$ cat src/rtl/pipeline_ctrl.sv
// Pipeline hazard controller: stall/flush/bubble steering, halt-and-drain FSM,
// memory-wait timeout watchdog and stall performance counter.
module pipeline_ctrl (
    input  logic        clk,
    input  logic        rst,
    input  logic [4:0]  id_rs1,
    input  logic [4:0]  id_rs2,
    input  logic        ex_memread,
    input  logic [4:0]  ex_rd,
    input  logic        ex_branch_taken,
    input  logic        mem_req,
    input  logic        mem_ready,
    input  logic        halt_req,
    output logic        pc_en,
    output logic        ifid_en,
    output logic        idex_en,
    output logic        exmem_en,
    output logic        ifid_flush,
    output logic        idex_flush,
    output logic        memwb_bubble,
    output logic        halted,
    output logic        mem_timeout,
    output logic [31:0] stall_cnt
);

    typedef enum logic [1:0] {
        RUN,
        DRAIN,
        HALTED
    } state_t;

    state_t      state;
    logic [2:0]  drain_cnt;
    logic [7:0]  wait_cnt;
    logic        mem_stall;
    logic        load_use;
    logic        quiet;

    assign mem_stall = mem_req & ~mem_ready;
    assign load_use  = ex_memread & (ex_rd != 5'd0) &
                       ((ex_rd == id_rs1) | (ex_rd == id_rs2));
    assign quiet     = ~mem_stall & ~load_use;

    // A branch held in EX during a memory stall simply re-presents itself
    // once the stall clears, so no branch state is kept here.
    always_comb begin
        pc_en        = 1'b1;
        ifid_en      = 1'b1;
        idex_en      = 1'b1;
        exmem_en     = 1'b1;
        ifid_flush   = 1'b0;
        idex_flush   = 1'b0;
        memwb_bubble = 1'b0;
        halted       = 1'b0;
        if (rst) begin
            pc_en        = 1'b0;
            ifid_flush   = 1'b1;
            idex_flush   = 1'b1;
            memwb_bubble = 1'b1;
        end else begin
            if (mem_stall) begin
                pc_en        = 1'b0;
                ifid_en      = 1'b0;
                idex_en      = 1'b0;
                exmem_en     = 1'b0;
                memwb_bubble = 1'b1;
            end else if (ex_branch_taken) begin
                ifid_flush = 1'b1;
                idex_flush = 1'b1;
            end else if (load_use) begin
                pc_en      = 1'b0;
                ifid_en    = 1'b0;
                idex_flush = 1'b1;
            end
            // While draining, stop fetching and feed bubbles into ID.
            if (state != RUN && quiet) begin
                pc_en      = 1'b0;
                ifid_flush = 1'b1;
            end
            halted = (state == HALTED);
        end
    end

    always_ff @(posedge clk) begin
        if (rst) begin
            state       <= RUN;
            drain_cnt   <= 3'd0;
            wait_cnt    <= 8'd0;
            mem_timeout <= 1'b0;
            stall_cnt   <= 32'd0;
        end else begin
            case (state)
                RUN: begin
                    if (halt_req) begin
                        state     <= DRAIN;
                        drain_cnt <= 3'd0;
                    end
                end
                DRAIN: begin
                    if (!halt_req) begin
                        state     <= RUN;
                        drain_cnt <= 3'd0;
                    end else if (quiet) begin
                        if (drain_cnt == 3'd3) begin
                            state     <= HALTED;
                            drain_cnt <= 3'd0;
                        end else begin
                            drain_cnt <= drain_cnt + 3'd1;
                        end
                    end
                end
                HALTED: begin
                    if (!halt_req) begin
                        state <= RUN;
                    end
                end
                default: begin
                    state     <= RUN;
                    drain_cnt <= 3'd0;
                end
            endcase

            if (mem_stall) begin
                if (wait_cnt != 8'hFF) begin
                    wait_cnt <= wait_cnt + 8'd1;
                end
                if (wait_cnt == 8'hFF) begin
                    mem_timeout <= 1'b1;
                end
            end else begin
                wait_cnt <= 8'd0;
            end

            if (!quiet && stall_cnt != 32'hFFFF_FFFF) begin
                stall_cnt <= stall_cnt + 32'd1;
            end
        end
    end

endmodule

$ cat config.mk
export PLATFORM = sky130hd
export DESIGN_NAME = pipeline_ctrl
export DESIGN_NICKNAME = d
export VERILOG_FILES = /design/src/rtl/pipeline_ctrl.sv
export SDC_FILE = /design/constraint.sdc
export NUM_CORES = 1
export LEC_CHECK = 0
export CORE_MARGIN = 2
export CORE_UTILIZATION = 50
export CTS_CLUSTER_DIAMETER = 80
export CTS_CLUSTER_SIZE = 16
export DETAILED_ROUTE_END_ITERATION = 10
export PLACE_DENSITY = 0.81
export SYNTH_ARGS = -nofsm -noshare
export SYNTH_HDL_FRONTEND = slang
export SYNTH_SLANG_ARGS = --single-unit
$ cat constraint.sdc
create_clock -name clk -period 4.2 [get_ports clk]
set_input_delay 1.05 -clock clk [delete_from_list [all_inputs] [get_ports clk]]
set_output_delay 1.05 -clock clk [all_outputs]
set_load 0.005 [all_outputs]
# Word-level counts from Yosys, hierarchy flattened
# Index checks and enable logic that the tools add are counted.
[word_totals]
ff_bits = 46
out_inout_bits = 41
in_bits = 22
word_cells = 69
[classes]
n_reduce_logical = 10
n_eq_ne = 12
n_mux = 30
bitwise_logic = 9
addsub = 3
[op_table]
columns = ["cell", "count"]
rows = [
  ["$add 32x1->32 const B", 1],
  ["$ne 32x32->1 const B", 1],
  ["$mux 1", 19],
  ["$mux 3", 4],
  ["$eq 5x5->1", 2],
  ["$mux 2", 5],
  ["$pmux 3 s3", 1],
  ["$add 8x1->8 const B", 1],
  ["$eq 8x8->1 const B", 1],
  ["$ne 8x8->1 const B", 1],
  ["$ne 3x3->1 const B", 2],
  ["$pmux 2 s3", 1],
  ["$reduce_bool 5->1", 1],
  ["$and 1x1->1", 4],
  ["$ne 2x2->1 const B", 2],
  ["$not 1->1", 4],
  ["$reduce_and 4->1", 1],
  ["$add 3x1->3 const B", 1],
  ["$eq 3x2->1 const B", 1],
  ["$reduce_and 3->1", 1],
  ["$eq 2x1->1 const B", 1],
  ["$eq 2x2->1 const B", 1],
  ["$logic_and 1x1->1", 2],
  ["$logic_not 2->1", 1],
  ["other kinds (5)", 5],
]

# Depth between registers and ports, before layout
[depth]
ltp_word = 8
depth_mapped = 9
depth_no_buf = 7

# Least setup slack after synthesis
# No wires, ideal clock.
[synth_timing]
path_kind = "input-to-output"
startpoint = "input ex_rd[1]"
endpoint = "output ifid_en"
t_arrival_ns = 2.392
n_path_buf = 0
required_ns = 3.150
stages = 6
path_slack_ns = 0.758
cell_sequence = "or4_1 > o21ai_2 > inv_1 > and2_0 > nor2b_1 > o21ai_0"
[synth_via]
elab_chain_cells = 7
elab_cells_between_ends = 10
classes_between = "2 x eq/ne; 4 x mux; 3 x bitwise; 1 x reduce/logical"
[synth_lines]
columns = ["item", "line_no", "rtl"]
rows = [
  ["start: declaration", "9", "input logic [4:0] ex_rd,"],
  ["$eq 5x5->1 / $reduce_bool 5->1 (equally long branches)", "41, 40", ""],
  ["$or 1x1->1 / $and 1x1->1 (equally long branches)", "41, 40", ""],
  ["$and 1x1->1 (*)", "40", "assign load_use = ex_memread & (ex_rd != 5'd0) &"],
  ["$mux 1 (*)", "70", "end else if (load_use) begin"],
  ["$mux 1 (*)", "67", "end else if (ex_branch_taken) begin"],
  ["$mux 1 (*)", "61", "if (mem_stall) begin"],
  ["$mux 1 (*)", "55", "if (rst) begin"],
  ["end: declaration", "15", "output logic ifid_en,"],
]
# Every way passes the cells marked *; elsewhere a longest branch is shown, timed or not.

# Worst setup path in the final report
[layout_timing]
startpoint = "input ex_rd[1]"
endpoint = "output ifid_flush"
[layout_via]
elab_chain_cells = 8
elab_cells_between_ends = 11
classes_between = "2 x eq/ne; 2 x mux; 5 x bitwise; 2 x reduce/logical"
[layout_lines]
columns = ["item", "line_no", "rtl"]
rows = [
  ["$eq 5x5->1 / $reduce_bool 5->1 (equally long branches)", "41, 40", ""],
  ["$or 1x1->1 / $and 1x1->1 (equally long branches)", "41, 40", ""],
  ["$and 1x1->1 (*)", "40", ""],
  ["$not 1->1 (*)", "42", "assign quiet = ~mem_stall & ~load_use;"],
  ["$and 1x1->1 (*)", "42", ""],
  ["$logic_and 1x1->1 (*)", "76", "if (state != RUN && quiet) begin"],
  ["$mux 1 (*)", "76", ""],
  ["$mux 1 (*)", "55", ""],
  ["end: declaration", "18", "output logic ifid_flush,"],
]
# Marks and branches as above.

==> results.cfg <==
[layout]
instances_no_fill = 442
antenna_cells = 0
fill_cells = 402
syn_to_final_growth_pct = 35.7
layout.nets = 399
drive_above_1_share = 0.0933
post-route-util = 0.705
stdcell_area_sq_um = 3350

[synth]
synth_edf_count = 0
synthTopCellsByArea = dfxtp_1, xor2_1, nor2_1
yosysMostFrequentCell = dfxtp_1
ys_ff_latch = 46
synth.net_count = 328
synth_common_cells = dfxtp_1, nor2_1, nand2_1, nand3_1, xor2_1
yosys.area.top_type = dfxtp_1
yosys.area.top_type_share = 0.373
postSynthAreaPerCell_sq_um = 8.15
syn_inst = 303
synth_area_sq_um = 2470
ys_dominant_reg_cell = dfxtp_1
async_reset_ff_frac = 0
yosysUniqueCellTypes = 48
yosys_warnings = 0
yosysSeqAreaShare = 0.373

[place]
dp_hpwl_um = 4270
gp_congestion = 0.836
dp.cells = 433
post_dp_cell_area_sq_um = 3220
io_buffer_count = 62
preCtsSetupSlack_ps = -103

[worst_setup_path]
r2r_setup_slack_ps = 1800
r2r-end = stall_cnt[21]
cp_max_fo = 2
reg2reg_from = stall_cnt[0]
cp-start-kind = primary input
required_ps = 3150
crit_arrival_ps = 2900
rr_worst_depth = 5
crit_type = primary input to output pin
worst_setup_path_end_kind = output pin

[grt]
grt-busiest-layer = met2
grt_overflow = 0
grt_use_total = 0.221
grt.met1_usage = 0.283
grt_pass1_wl_um = 9590
grtUsageMet3 = 0.0501
grt_max_degree = 23
grt_pass1_vias = 2183
grt_antenna_before_repair = 0
use_met2 = 0.371

[clock_tree]
root_buffer = clkbuf_8
cts_max_level = 2
clk_pin_slew_ps = 80
clk-insertion-delay-late_ps = 300
clock_path_buffers = 2
cts_sinks = 46
cts_tree = yes
cts_buffers = 5

[floorplanning]
die_h_um = 74.3
dieArea_sq_um = 5520
die_w_um = 74.3
core-area_sq_um = 4750
pin_count = 63
row_count = 25
initial_core_util = 0.519

[detailed_routing]
first_iter_violations = 135
antenna_left = 0
vias = 2447
wl_um = 5950
drc = 0
wire_per_inst_um = 13.5
firstDrtPassIters = 4
via_per_inst = 5.54

[timing]
period_minus_slack_ps = 3950
setup_violations = 0
slew_viol_final = 0
fmax_ghz = 0.253
setup_tns_ps = 0
relSlewSlack = 0.646
finalHoldViolations = 0
fin_crit_sh = 0.940
finalClockSkew_ps = 8.73
rsz0062_at_grt = no
timing.final.ws_setup_ps = 251
worst_pin_slew_ps = 527

[min_path]
min_from = drain_cnt[2]
min_to = drain_cnt[2]
hold_path_depth = 2
hold_path_class = flip-flop to flip-flop

[status]
status = completed

[pwr]
pwr_density_cell_nw_per_um2 = 259
p_leak_nw = 1.16
vdd_drop_max_uv = 206

[job]
cap_violations = 0
## area by class of cell
cell class	instances	area, sq um	area share
multi-input cells	240	1490	0.443
repair buffers	77	736	0.219
clock inverters	2	37.5	0.0112
well taps	67	83.8	0.0250
clock buffers	6	72.6	0.0216
flip-flops and latches	46	921	0.275
inverters	4	15.0	0.00448
## state kept, by name (all words and copies together), names as in the netlist
| signal | flops |
|---|---|
| drain_cnt | 3 |
| mem_timeout | 1 |
| stall_cnt | 32 |
| state | 2 |
| wait_cnt | 8 |
## per-stage QoR
stage | hold WS [ps] | total power, mW
after floorplan | 425 | 0.499
after global placement | 439 | 0.549
after detailed placement | 443 | 0.550
after CTS | 455 | 0.874
after global routing | 473 | 0.906
final | 454 | 0.868
## power breakdown
part	leakage [nW]	switching (mW)	internal (mW)
registers	0.371	0.00370	0.438
logic	0.738	0.0477	0.0523
clock network	0.0514	0.149	0.178
total	1.16	0.200	0.668
## worst max-delay path by stage
stage                      end  depth (start not counted)  slack, ps      from
finish              ifid_flush                          9        250  ex_rd[1]
global route        ifid_flush                          9        140  ex_rd[1]
CTS                      pc_en                          8         20  ex_rd[1]
detailed placement     ifid_en                          8       -100  ex_rd[1]
global placement       ifid_en                          8        -70  ex_rd[1]
floorplan              ifid_en                          6        760  ex_rd[1]
## critical path, stage by stage
cell             delay (ps)
clkdlybuf4s50_1         430
or4_4                   540
o21ai_2                 150
inv_1                    70
buf_4                   130
a21oi_1                 130
o21ai_0                  90
nand2_1                  70
dlygate4sd2_1           240
## cells by family after synthesis
group           Yosys count  share of synthesized area
xor+xnor                 28                     0.0993
fa+ha+maj                 3                     0.0152
mux                       6                     0.0258
compound gates           49                      0.131
buf+inv                  17                     0.0304
simple gates            154                      0.325
flops                    46                      0.373
## repair_timing
action                                  in CTS  in global routing
hold buffers                                 0                  0
pin swaps                                    1                  1
endpoints found under the setup margin       4                  2
resized for setup                            5                  3
buffers inserted                             1                  0
endpoints found under the hold margin        0                  0
## layout by cell type, fill, tap and decap left out, types with 4 or more instances in the layout
cell / count
xor2_1: 17
nand4_1: 13
nor2_1: 36
a31oi_1: 5
nand3_1: 26
clkdlybuf4s50_1: 58
buf_4: 15
nor4_1: 5
nand2_1: 30
or3_1: 6
xnor2_1: 11
o31ai_1: 4
and3_1: 5
or4_1: 6
inv_1: 4
clkbuf_8: 5
nor2b_1: 7
dfxtp_1: 46
o21ai_0: 10
a21oi_1: 16
## layer usage
| layer | up-vias | routed length, um | share of wire |
|---|---|---|---|
| li1 | 1238 | - | - |
| met1 | 1111 | 2760 | 0.46 |
| met2 | 87 | 2660 | 0.45 |
| met3 | 11 | 418 | 0.070 |
| met4 | 0 | 102 | 0.017 |
| met5 | - | 0 | 0 |
Note: power is estimated with default switching activity, not from simulation.
